==> src/rtl/processor_pkg.sv <==
// Shared processor definitions: instruction field layout, jump opcodes and defaults.
package processor_pkg;

  localparam int unsigned PC_W_DEF    = 8;
  localparam int unsigned INSTR_W_DEF = 16;

  // Instruction field bit positions
  localparam int unsigned OPC_MSB  = 15;
  localparam int unsigned OPC_LSB  = 12;
  localparam int unsigned ADDR_MSB = 8;
  localparam int unsigned ADDR_LSB = 0;
  localparam int unsigned OPC_W    = OPC_MSB - OPC_LSB + 1;
  localparam int unsigned ADDR_W   = ADDR_MSB - ADDR_LSB + 1;

  // Opcodes OP_JMP_LO..OP_JMP_HI are jumps that redirect fetch
  localparam logic [OPC_W-1:0] OP_JMP_LO = 4'd12;
  localparam logic [OPC_W-1:0] OP_JMP_HI = 4'd14;

  function automatic logic is_jump(input logic [OPC_W-1:0] opc);
    return (opc >= OP_JMP_LO) && (opc <= OP_JMP_HI);
  endfunction

endpackage

==> src/rtl/fetch_queue.sv <==
// Synchronous FIFO holding fetched {pc, instr} pairs; clear has priority over push/pop.
module fetch_queue #(
  parameter int unsigned WIDTH = 24,
  parameter int unsigned DEPTH = 4
) (
  input  logic                     clk_i,
  input  logic                     rst_i,
  input  logic                     push_i,
  input  logic [WIDTH-1:0]         data_i,
  input  logic                     pop_i,
  input  logic                     clear_i,
  output logic                     valid_o,
  output logic [WIDTH-1:0]         data_o,
  output logic [$clog2(DEPTH):0]   count_o
);

  localparam int unsigned AW = $clog2(DEPTH);

  logic [WIDTH-1:0] mem_q [DEPTH];
  logic [WIDTH-1:0] mem_d [DEPTH];
  logic [AW-1:0]    wr_ptr_q, wr_ptr_d;
  logic [AW-1:0]    rd_ptr_q, rd_ptr_d;
  logic [AW:0]      count_q, count_d;
  logic             full, empty, do_push, do_pop;

  // Next-state for storage, pointers and occupancy
  always_comb begin
    full     = (count_q == (AW+1)'(DEPTH));
    empty    = (count_q == '0);
    do_pop   = pop_i && !empty;
    // A push into a full queue is only safe when the head leaves in the same cycle
    do_push  = push_i && (!full || do_pop);
    mem_d    = mem_q;
    wr_ptr_d = wr_ptr_q;
    rd_ptr_d = rd_ptr_q;
    count_d  = count_q;
    if (clear_i) begin
      wr_ptr_d = '0;
      rd_ptr_d = '0;
      count_d  = '0;
    end else begin
      if (do_push) begin
        mem_d[wr_ptr_q] = data_i;
        wr_ptr_d        = wr_ptr_q + AW'(1);
      end
      if (do_pop) begin
        rd_ptr_d = rd_ptr_q + AW'(1);
      end
      if (do_push && !do_pop) begin
        count_d = count_q + (AW+1)'(1);
      end else if (do_pop && !do_push) begin
        count_d = count_q - (AW+1)'(1);
      end
    end
  end

  // State registers, asynchronously cleared
  always_ff @(posedge clk_i or posedge rst_i) begin
    if (rst_i) begin
      for (int i = 0; i < int'(DEPTH); i++) begin
        mem_q[i] <= '0;
      end
      wr_ptr_q <= '0;
      rd_ptr_q <= '0;
      count_q  <= '0;
    end else begin
      mem_q    <= mem_d;
      wr_ptr_q <= wr_ptr_d;
      rd_ptr_q <= rd_ptr_d;
      count_q  <= count_d;
    end
  end

  // Head outputs come straight from registered state; zero while empty
  always_comb begin
    valid_o = !empty;
    data_o  = empty ? '0 : mem_q[rd_ptr_q];
    count_o = count_q;
  end

  // Upstream reserves space before issuing, so overflow means an issue-logic bug
  push_has_space_a: assert property (@(posedge clk_i) disable iff (rst_i)
    !(push_i && !clear_i && full && !pop_i));

endmodule

==> src/rtl/instr_fetch.sv <==
// Instruction fetch stage: owns the pc, issues ROM reads, predecodes jumps and
// buffers fetched {pc, instr} pairs for decode.
module instr_fetch
  import processor_pkg::*;
#(
  parameter int unsigned PC_W     = PC_W_DEF,
  parameter int unsigned INSTR_W  = INSTR_W_DEF,
  parameter int unsigned PROG_LEN = 16,
  parameter int unsigned QDEPTH   = 4
) (
  input  logic                      clk,
  input  logic                      reset,
  output logic                      imem_en,
  output logic [PC_W-1:0]           imem_addr,
  input  logic [INSTR_W-1:0]        imem_rdata,
  input  logic                      flush,
  input  logic [PC_W-1:0]           flush_pc,
  output logic                      if_valid,
  input  logic                      if_ready,
  output logic [INSTR_W-1:0]        if_instr,
  output logic [PC_W-1:0]           if_pc,
  output logic [$clog2(QDEPTH):0]   if_count
);

  localparam int unsigned CW = $clog2(QDEPTH) + 1;
  localparam int unsigned OW = CW + 1;
  localparam int unsigned QW = PC_W + INSTR_W;

  // Out-of-range pcs restart at slot 0
  function automatic logic [PC_W-1:0] sanitize_pc(input logic [PC_W-1:0] p);
    return (32'(p) >= PROG_LEN) ? '0 : p;
  endfunction

  function automatic logic [PC_W-1:0] seq_pc(input logic [PC_W-1:0] p);
    return (32'(p) == PROG_LEN - 1) ? '0 : p + PC_W'(1);
  endfunction

  // Relative jump, wrapping modulo 2^PC_W before the range check
  function automatic logic [PC_W-1:0] jump_tgt(input logic [PC_W-1:0]   p,
                                               input logic [ADDR_W-1:0] a);
    logic [PC_W-1:0] sum;
    sum = p + PC_W'(a);
    return sanitize_pc(sum);
  endfunction

  logic [PC_W-1:0] fetch_pc_q, fetch_pc_d;
  logic [PC_W-1:0] inflight_pc_q, inflight_pc_d;
  logic            inflight_q, inflight_d;
  logic            squash_q, squash_d;

  logic            pop, issue, push, resp_jump;
  logic [OW-1:0]   occ;
  logic [QW-1:0]   q_head;
  logic [CW-1:0]   q_count;
  logic            q_valid;

  // Handshake, issue and response decode
  always_comb begin
    pop       = q_valid && if_ready;
    // Space is reserved for the in-flight fetch; a pop this cycle frees a slot
    occ       = OW'(q_count) + OW'(inflight_q);
    issue     = !reset && !flush && ((occ - OW'(pop)) < OW'(QDEPTH));
    push      = inflight_q && !squash_q && !flush;
    resp_jump = push && is_jump(imem_rdata[OPC_MSB:OPC_LSB]);
  end

  // Next pc and in-flight tracking; flush beats jump redirect beats sequential
  always_comb begin
    fetch_pc_d    = fetch_pc_q;
    inflight_d    = issue;
    inflight_pc_d = issue ? fetch_pc_q : inflight_pc_q;
    // The fetch issued alongside a jump response is on the wrong path
    squash_d      = issue && resp_jump;
    if (flush) begin
      fetch_pc_d = sanitize_pc(flush_pc);
    end else if (resp_jump) begin
      fetch_pc_d = jump_tgt(inflight_pc_q, imem_rdata[ADDR_MSB:ADDR_LSB]);
    end else if (issue) begin
      fetch_pc_d = seq_pc(fetch_pc_q);
    end
  end

  // Fetch state registers
  always_ff @(posedge clk or posedge reset) begin
    if (reset) begin
      fetch_pc_q    <= '0;
      inflight_pc_q <= '0;
      inflight_q    <= 1'b0;
      squash_q      <= 1'b0;
    end else begin
      fetch_pc_q    <= fetch_pc_d;
      inflight_pc_q <= inflight_pc_d;
      inflight_q    <= inflight_d;
      squash_q      <= squash_d;
    end
  end

  fetch_queue #(
    .WIDTH (QW),
    .DEPTH (QDEPTH)
  ) u_queue (
    .clk_i   (clk),
    .rst_i   (reset),
    .push_i  (push),
    .data_i  ({inflight_pc_q, imem_rdata}),
    .pop_i   (pop),
    .clear_i (flush),
    .valid_o (q_valid),
    .data_o  (q_head),
    .count_o (q_count)
  );

  // Output drive: ROM request and queue head
  always_comb begin
    imem_en   = issue;
    imem_addr = fetch_pc_q;
    if_valid  = q_valid;
    if_pc     = q_head[QW-1:INSTR_W];
    if_instr  = q_head[INSTR_W-1:0];
    if_count  = q_count;
  end

endmodule

==> config.mk <==
export PLATFORM = sky130hd
export DESIGN_NAME = instr_fetch
export DESIGN_NICKNAME = d
export VERILOG_FILES = /design/src/rtl/processor_pkg.sv /design/src/rtl/fetch_queue.sv /design/src/rtl/instr_fetch.sv
export SDC_FILE = /design/constraint.sdc
export NUM_CORES = 1
export LEC_CHECK = 0
export ABC_AREA = 1
export CAP_MARGIN = 30
export CORE_MARGIN = 2
export CORE_UTILIZATION = 55
export CTS_CLUSTER_DIAMETER = 120
export DETAILED_ROUTE_END_ITERATION = 12
export PLACE_DENSITY = 0.77
export SYNTH_ARGS = -nofsm -noshare
export SYNTH_HDL_FRONTEND = slang
export SYNTH_HIERARCHICAL = 1
export SYNTH_SLANG_ARGS = --single-unit
==> constraint.sdc <==
create_clock -name clk -period 7.85 [get_ports clk]
set_input_delay 0.785 -clock clk [delete_from_list [all_inputs] [get_ports clk]]
set_output_delay 0.785 -clock clk [all_outputs]
set_load 0.01 [all_outputs]
==> summary.log, run 1 <==
qor: run_status.status complete, no violations
qor: finish.fill_cells 1005
qor: logic_synthesis.synth.yosys.seq_area_share 0.455
qor: floorplan.die_w 114 um
qor: drt.met3WireLength 1220 um
qor: drt.drc_errors 0
qor: logic_synthesis.ys_types 36
qor: timing.tightestPinTransition 1050 ps
qor: floorplan.fp.coreArea 11900 um^2
qor: logic_synthesis.synth_edf_count 0
qor: finish.final_nets 965
qor: drt.detailedRoute.firstPassIterationCount 7
qor: drt.route.detailed.vias_per_inst 5.84
qor: drt.drt-met1-wl 7700 um
qor: drt.drt-initial-drc-count 720
qor: drt.routed_wire_length_per_instance 16.9 um
qor: global_route.grt_first_pass_wirelength 30500 um
qor: clock_tree.clk_pin_slew 50 ps
qor: setup_path.max_fanout_on_critical_path 15
qor: timing.clock-skew-final 5.59 ps
qor: drt.highest_metal_layer_with_signal_wires met4
qor: hold_path.min_delay_path_depth 2
qor: clock_tree.cts.hold.buffers_added 0
qor: clock_tree.cts_post_setup_buffers_inserted 0
qor: hold_path.min_path_type flop to flop
qor: floorplan.die_y 114 um
qor: drt.num_vias 6297
qor: floorplan.pin_count 65
qor: clock_tree.cts-root-to-sink-buffers 2
qor: timing.final-setup-viol-count 0
qor: timing.final.hold.worst_slack 474 ps
qor: clock_tree.postCtsResizedCells 0
qor: clock_tree.cts_sinks 121
qor: clock_tree.clk-insertion-delay-late 410 ps
qor: placed_design.gp_congestion 0.892
qor: logic_synthesis.mapped_area 6650 um^2
qor: logic_synthesis.synthDominantAreaCellType dfrtp_1
qor: timing.maxSlewViolCount 0
qor: drt.detail_route.wirelength 18200 um
qor: logic_synthesis.synthTopCellsByCount nand2_1 (263), nor2_1 (127), dfrtp_1 (121)
qor: timing.fin_crit 4050 ps
qor: setup_path.worst_ep_arrival_time 3270 ps
qor: clock_tree.htree_levels 4
qor: placed_design.dp.final_hpwl 10900 um
qor: logic_synthesis.netlist.area_leader.share 0.455
qor: logic_synthesis.synth.ff_latch_count 121
qor: logic_synthesis.post_synth.cell_area_avg 7.53 um^2
qor: logic_synthesis.yosys-top-cells-area dfrtp_1 (46%), nand2_1 (15%), nand4_1 (9.5%)
qor: timing.min_period_over_period 0.516
qor: floorplan.design.die.area 13000 um^2
qor: logic_synthesis.postSynthCellCount 883
qor: placed_design.port-buffer-count 64
qor: global_route.grt_pass1_vias 6096
qor: clock_tree.cts_root_buf clkbuf_16
qor: global_route.number_of_antenna_violations_at_the_first_check_in_global_routing 0
qor: finish.num_antenna_cells 0
qor: flow_run.cap_viol_max_count 0
qor: finish.area_growth_syn_to_layout 19.0%
qor: power.leakagePower 3.95 nW
qor: logic_synthesis.synth_most_common_cell nand2_1
qor: setup_path.critical_path.endpoint_type output pin
qor: clock_tree.numCtsBuffers 17
qor: timing.setup-tns-final 0 ps
qor: setup_path.worst-r2r-cell-count 13
qor: global_route.track_usage 0.299
qor: power.power.density_cell_area 316 nW/um^2
qor: clock_tree.tritoncts done
qor: floorplan.row_count 40
qor: timing.hold_viol_final 0
qor: logic_synthesis.synth_flop_cell dfrtp_1
qor: floorplan.starting_density_of_the_core 0.558
qor: power.max-vdd-ir-drop 0.000254 V
qor: setup_path.data_required_time_of_the_critical_path 7070 ps
qor: setup_path.crit_path_start_kind flop
qor: logic_synthesis.synthArstFlopShare 1.00
qor: drt.final_antenna_net_count 0
qor: global_route.grt_overflow_total 0
qor: timing.fmax_achieved 247 MHz
qor: timing.unrepaired_setup_endpoints_after_global_routing no
qor: drt.met2_wirelength 8720 um
qor: timing.relative_max_transition_margin 0.299
qor: logic_synthesis.syn_nets 929
qor: setup_path.criticalPathCategory flop to output pin
qor: global_route.largest_net_degree_at_the_start_of_global_routing 106
qor: finish.drive_gt1_frac 0.0687
qor: logic_synthesis.ys_warn_count 6
## worst paths after layout
check	startpoint	end	slack, ps
setup / recovery	u_queue/count_o[1]$_DFFE_PP0P_	imem_en	3800
hold / removal	u_queue/mem_q[16]$_DFFE_PP0P_	u_queue/mem_q[16]$_DFFE_PP0P_	470
setup reg to reg	u_queue/count_o[1]$_DFFE_PP0P_	u_queue/count_o[2]$_DFFE_PP0P_	4990
hold reg to reg	u_queue/mem_q[16]$_DFFE_PP0P_	u_queue/mem_q[16]$_DFFE_PP0P_	470
max in group asynchronous	reset	u_queue/mem_q[91]$_DFFE_PP0P_	5840
min in group asynchronous	reset	inflight_q$_DFF_PP0_	880
## cells in the final DEF, fill, tap and decap left out, drive strengths merged
cell type        n
o21ai           62
and2             2
ha              16
clkbuf          23
dfrtp          121
nor3b            1
inv             47
clkinv           7
xor2             3
or2              3
bufinv           3
nand4          101
nor3             3
xnor2            2
a21oi           35
buf             14
nor2           133
clkdlybuf4s50   64
fa               2
nand3           19
nand2          268
o22ai            1
nand3b           2
## report_power, final
group	switching (mW)	internal, mW
sequential	0.0997	0.740
combinational	0.526	0.342
clock	0.274	0.521
total	0.899	1.60
## state kept, by name, summed over array words and instances, names as in the netlist
register	count
squash_q	1
inflight_pc_q	8
u_queue/wr_ptr_q	2
imem_addr	8
inflight_q	1
u_queue/mem_q	96
u_queue/count_o	3
u_queue/rd_ptr_q	2
## through the flow
step	utilization	worst slack [ps]	cell area [um^2]	power (mW)	instances
after CTS	0.664	3790	7910	2.51	1079
after global routing	0.664	3590	7910	2.66	1079
after detailed placement	0.614	3940	7310	1.70	1047
final	0.664	3800	7910	2.50	1079
after global placement	0.610	4010	7270	1.68	1044
after floorplan	-	4360	6650	1.39	883
## cell families (layout without fill, tap and decap cells)
| kind of cell | count (synthesis) | in the layout | synth area share |
|---|---|---|---|
| adder cells (fa/ha/maj) | 18 | 18 | 0.0361 |
| buffers and inverters | 109 | 158 | 0.0707 |
| flip-flops | 121 | 121 | 0.455 |
| AND/OR/NAND/NOR | 532 | 532 | 0.355 |
| AO/OA/AOI/OAI | 98 | 98 | 0.0762 |
| XOR/XNOR | 5 | 5 | 0.00659 |
## metal layers
metal | global-route usage | vias to the layer above
met4 | 0.129 | 0
met3 | 0.0685 | 53
li1 | - | 2987
met2 | 0.481 | 253
met1 | 0.391 | 3004
met5 | 0 | -
## cell type report
type / instances / area (um^2) / area share
repair buffers: 78 / 768 / 0.0971
clock inverters: 9 / 120 / 0.0152
inverters: 48 / 183 / 0.0231
multi-input cells: 653 / 3150 / 0.398
clock buffers: 23 / 478 / 0.0604
flip-flops and latches: 121 / 3030 / 0.383
well taps: 147 / 184 / 0.0232
## worst max-delay path: stages, from the launching register on
cell	delay, ps
dfrtp_1	430
nor2_1	300
nand2_1	190
nand2_1	100
inv_1	80
ha_1	190
inv_1	60
ha_1	220
nand3b_1	100
nand2_1	50
nand2_1	60
nand3_2	240
inv_1	240
clkdlybuf4s50_1	580
Note: power is estimated with default switching activity, not from simulation.
==> inputs of run 2 (changes only) <==
Settings changed: CORE_UTILIZATION 55 to 52.
Clock period 7.85 ns to 3.5 ns, I/O delays scaled along.
==> run 2 against run 1 <==
Against the previous run: sequential power rose by 120%; clock power rose by 120%; first-iteration DRC count rose by 4.2%; clock-buffer cell count did not move; largest power group unchanged; via count barely moved; routed wire length rose by 0.81%.
==> summary.log, run 2 (same netlist as run 1, synthesis figures left out) <==
qor: run_status.status complete, no violations [unchanged]
qor: floorplan.die_w 117 um [was 114 um]
qor: timing.clock-skew-final 5.59 ps [about the same]
qor: drt.detail_route.wirelength 18400 um [was 18200 um]
qor: clock_tree.cts.hold.buffers_added 0 [unchanged]
qor: floorplan.row_count 41 [was 40]
qor: timing.unrepaired_setup_endpoints_after_global_routing no [unchanged]
qor: timing.relative_max_transition_margin 0.540 [was 0.299]
qor: floorplan.die_y 117 um [was 114 um]
qor: timing.hold_viol_final 0 [unchanged]
qor: timing.maxSlewViolCount 0 [unchanged]
qor: finish.layout_common_cells nand2_1 (263), nor2_1 (126), dfrtp_1 (121) [was nand2_1 (263), nor2_1 (127), dfrtp_1 (121)]
qor: finish.final_area 8000 um^2 [was 7910 um^2]
qor: timing.min_period_over_period 0.908
qor: timing.timing.final.ws_setup 322 ps [was 3800 ps]
qor: finish.num_antenna_cells 0 [unchanged]
qor: finish.area_growth_syn_to_layout 20.2% [was 19.0%]
qor: drt.final_antenna_net_count 0 [unchanged]
qor: setup_path.data_required_time_of_the_critical_path 3150 ps [was 7070 ps]
qor: floorplan.fp.coreArea 12600 um^2 [was 11900 um^2]
qor: global_route.globalRouteMet3Util 0.0505 [was 0.0685]
qor: global_route.grt_first_pass_wirelength 30300 um [was 30500 um]
qor: clock_tree.postCtsResizedCells 0 [unchanged]
qor: drt.routed_wire_length_per_instance 16.6 um [was 16.9 um]
qor: clock_tree.cts_post_setup_buffers_inserted 0 [unchanged]
qor: setup_path.critical_path.endpoint_type output pin [unchanged]
qor: drt.drc_errors 0 [unchanged]
qor: global_route.grt_overflow_total 0 [unchanged]
qor: placed_design.placed_cells 1076 [was 1047]
qor: placed_design.place_area 7400 um^2 [was 7310 um^2]
qor: drt.drt-initial-drc-count 750 [was 720]
qor: setup_path.worst_ep_arrival_time 2830 ps [was 3270 ps]
qor: finish.final_nets 969 [was 965]
qor: power.leakagePower 3.97 nW [was 3.95 nW]
qor: clock_tree.tritoncts done [unchanged]
qor: global_route.track_usage 0.286 [was 0.299]
qor: finish.largest_reg_flops 96 [unchanged]
qor: clock_tree.cts_sinks 121 [unchanged]
qor: clock_tree.cts-root-to-sink-buffers 2 [unchanged]
qor: global_route.number_of_antenna_violations_at_the_first_check_in_global_routing 0 [unchanged]
qor: finish.layout.cells.most_common nand2_1 [unchanged]
qor: global_route.grt_pass1_vias 5923 [was 6096]
qor: placed_design.dp.final_hpwl 10900 um [about the same]
qor: drt.num_vias 6293 [was 6297]
qor: floorplan.pin_count 65 [unchanged]
qor: timing.setup-tns-final 0 ps [unchanged]
qor: drt.route.detailed.vias_per_inst 5.68 [was 5.84]
qor: drt.detailedRoute.firstPassIterationCount 7 [unchanged]
qor: floorplan.design.die.area 13700 um^2 [was 13000 um^2]
qor: power.power.density_cell_area 704 nW/um^2 [was 316 nW/um^2]
qor: clock_tree.clk_pin_slew 50 ps [about the same]
qor: timing.fin_crit 3180 ps
qor: finish.regMostFlops u_queue/mem_q [unchanged]
qor: timing.tightestPinTransition 689 ps [was 1050 ps]
qor: global_route.met2_grt_util 0.442 [was 0.481]
qor: timing.final-setup-viol-count 0 [unchanged]
qor: finish.drive_gt1_frac 0.0749 [was 0.0687]
qor: clock_tree.cts_root_buf clkbuf_16 [unchanged]
qor: power.max-vdd-ir-drop 0.000531 V [was 0.000254 V]
qor: placed_design.gp_congestion 0.877 [was 0.892]
qor: clock_tree.clk-insertion-delay-late 420 ps [was 410 ps]
qor: hold_path.min_path_type input port to async pin [was flop to flop]
qor: setup_path.crit_path_start_kind flop [unchanged]
qor: flow_run.cap_viol_max_count 0 [unchanged]
qor: global_route.globalRoute.busiestLayer met2 [unchanged]
qor: floorplan.starting_density_of_the_core 0.529 [was 0.558]
qor: setup_path.max_fanout_on_critical_path 6 [was 15]
qor: global_route.largest_net_degree_at_the_start_of_global_routing 102 [was 106]
qor: clock_tree.numCtsBuffers 17 [unchanged]
qor: finish.finalNonFillerCells 1107 [was 1079]
qor: clock_tree.htree_levels 4 [unchanged]
qor: setup_path.criticalPathCategory flop to output pin [unchanged]
qor: timing.fmax_achieved 315 MHz
qor: global_route.groute.layer.met1.usage 0.404 [was 0.391]
qor: placed_design.port-buffer-count 64 [unchanged]
qor: placed_design.placement.setup.worst_slack 665 ps [was 3940 ps]
## run 2: changes by cell type in the layout (fill, tap and decap cells not counted), moves of 2 or more
cell,previous run,this run
clkbuf_1,3,1
clkbuf_8,3,5
buf_4,11,14
buf_12,0,4
buf_8,3,0
## run 2: path summary, 6_finish.rpt
| check | from | end | slack [ps] | depth (start not counted) |
|---|---|---|---|---|
| worst min-delay path | reset | u_queue/mem_q[26]$_DFFE_PP0P_ | 380 | 2 |
| worst min register to register | u_queue/mem_q[9]$_DFFE_PP0P_ | u_queue/mem_q[9]$_DFFE_PP0P_ | 470 | 2 |
| max in group asynchronous | reset | u_queue/mem_q[13]$_DFFE_PP0P_ | 2390 | 3 |
| worst max register to register | u_queue/count_o[0]$_DFFE_PP0P_ | imem_addr[5]$_DFFE_PP0P_ | 920 | 16 |
| worst max-delay path | u_queue/count_o[0]$_DFFE_PP0P_ | imem_en | 320 | 13 |
| min in group clk | u_queue/mem_q[9]$_DFFE_PP0P_ | u_queue/mem_q[9]$_DFFE_PP0P_ | 470 | 2 |
## run 2: stage by stage
| step | utilization | hold slack, ps | power, mW |
|---|---|---|---|
| 5_1_grt | 0.636 | 438 | 5.98 |
| 6_report | 0.636 | 381 | 5.63 |
| 4_1_cts | 0.636 | 386 | 5.63 |
| 3_3_place_gp | 0.589 | 457 | 3.83 |
| 3_5_place_dp | 0.589 | 461 | 3.87 |
| 2_1_floorplan | - | 289 | 3.12 |
## run 2: worst max-delay path, cell delays in order (launching register included)
cell,delay (ps)
dfrtp_1,410
nor2_2,210
nand2_1,140
nand2_1,90
inv_1,70
ha_1,180
inv_1,60
ha_1,220
nand3b_1,100
nand2_1,60
nand2_1,70
nand3_2,80
inv_1,150
clkdlybuf4s50_1,560
## run 2: metal layers
metal / wire, um / share of wire / up-vias
met4: 415 / 0.023 / 0
met3: 1220 / 0.066 / 36
met2: 8520 / 0.46 / 235
met1: 8210 / 0.45 / 3025
met5: 0 / 0 / -
li1: - / - / 2997
## run 2: where the power goes
group          switching (mW)  internal [mW]  leakage (nW)
registers               0.224           1.66          1.65
logic                    1.19          0.808          2.03
clock network           0.615           1.13         0.295
## run 2: cell type report
cell class                      instances  area, um^2
Sequential cell                       121        3030
Multi-Input combinational cell        653        3150
Clock inverter                          8        92.6
Timing Repair Buffer                   82         826
Clock buffer                           23         498
Fill cell                            1092        4570
Tap cell                              172         215
Inverter                               48         183
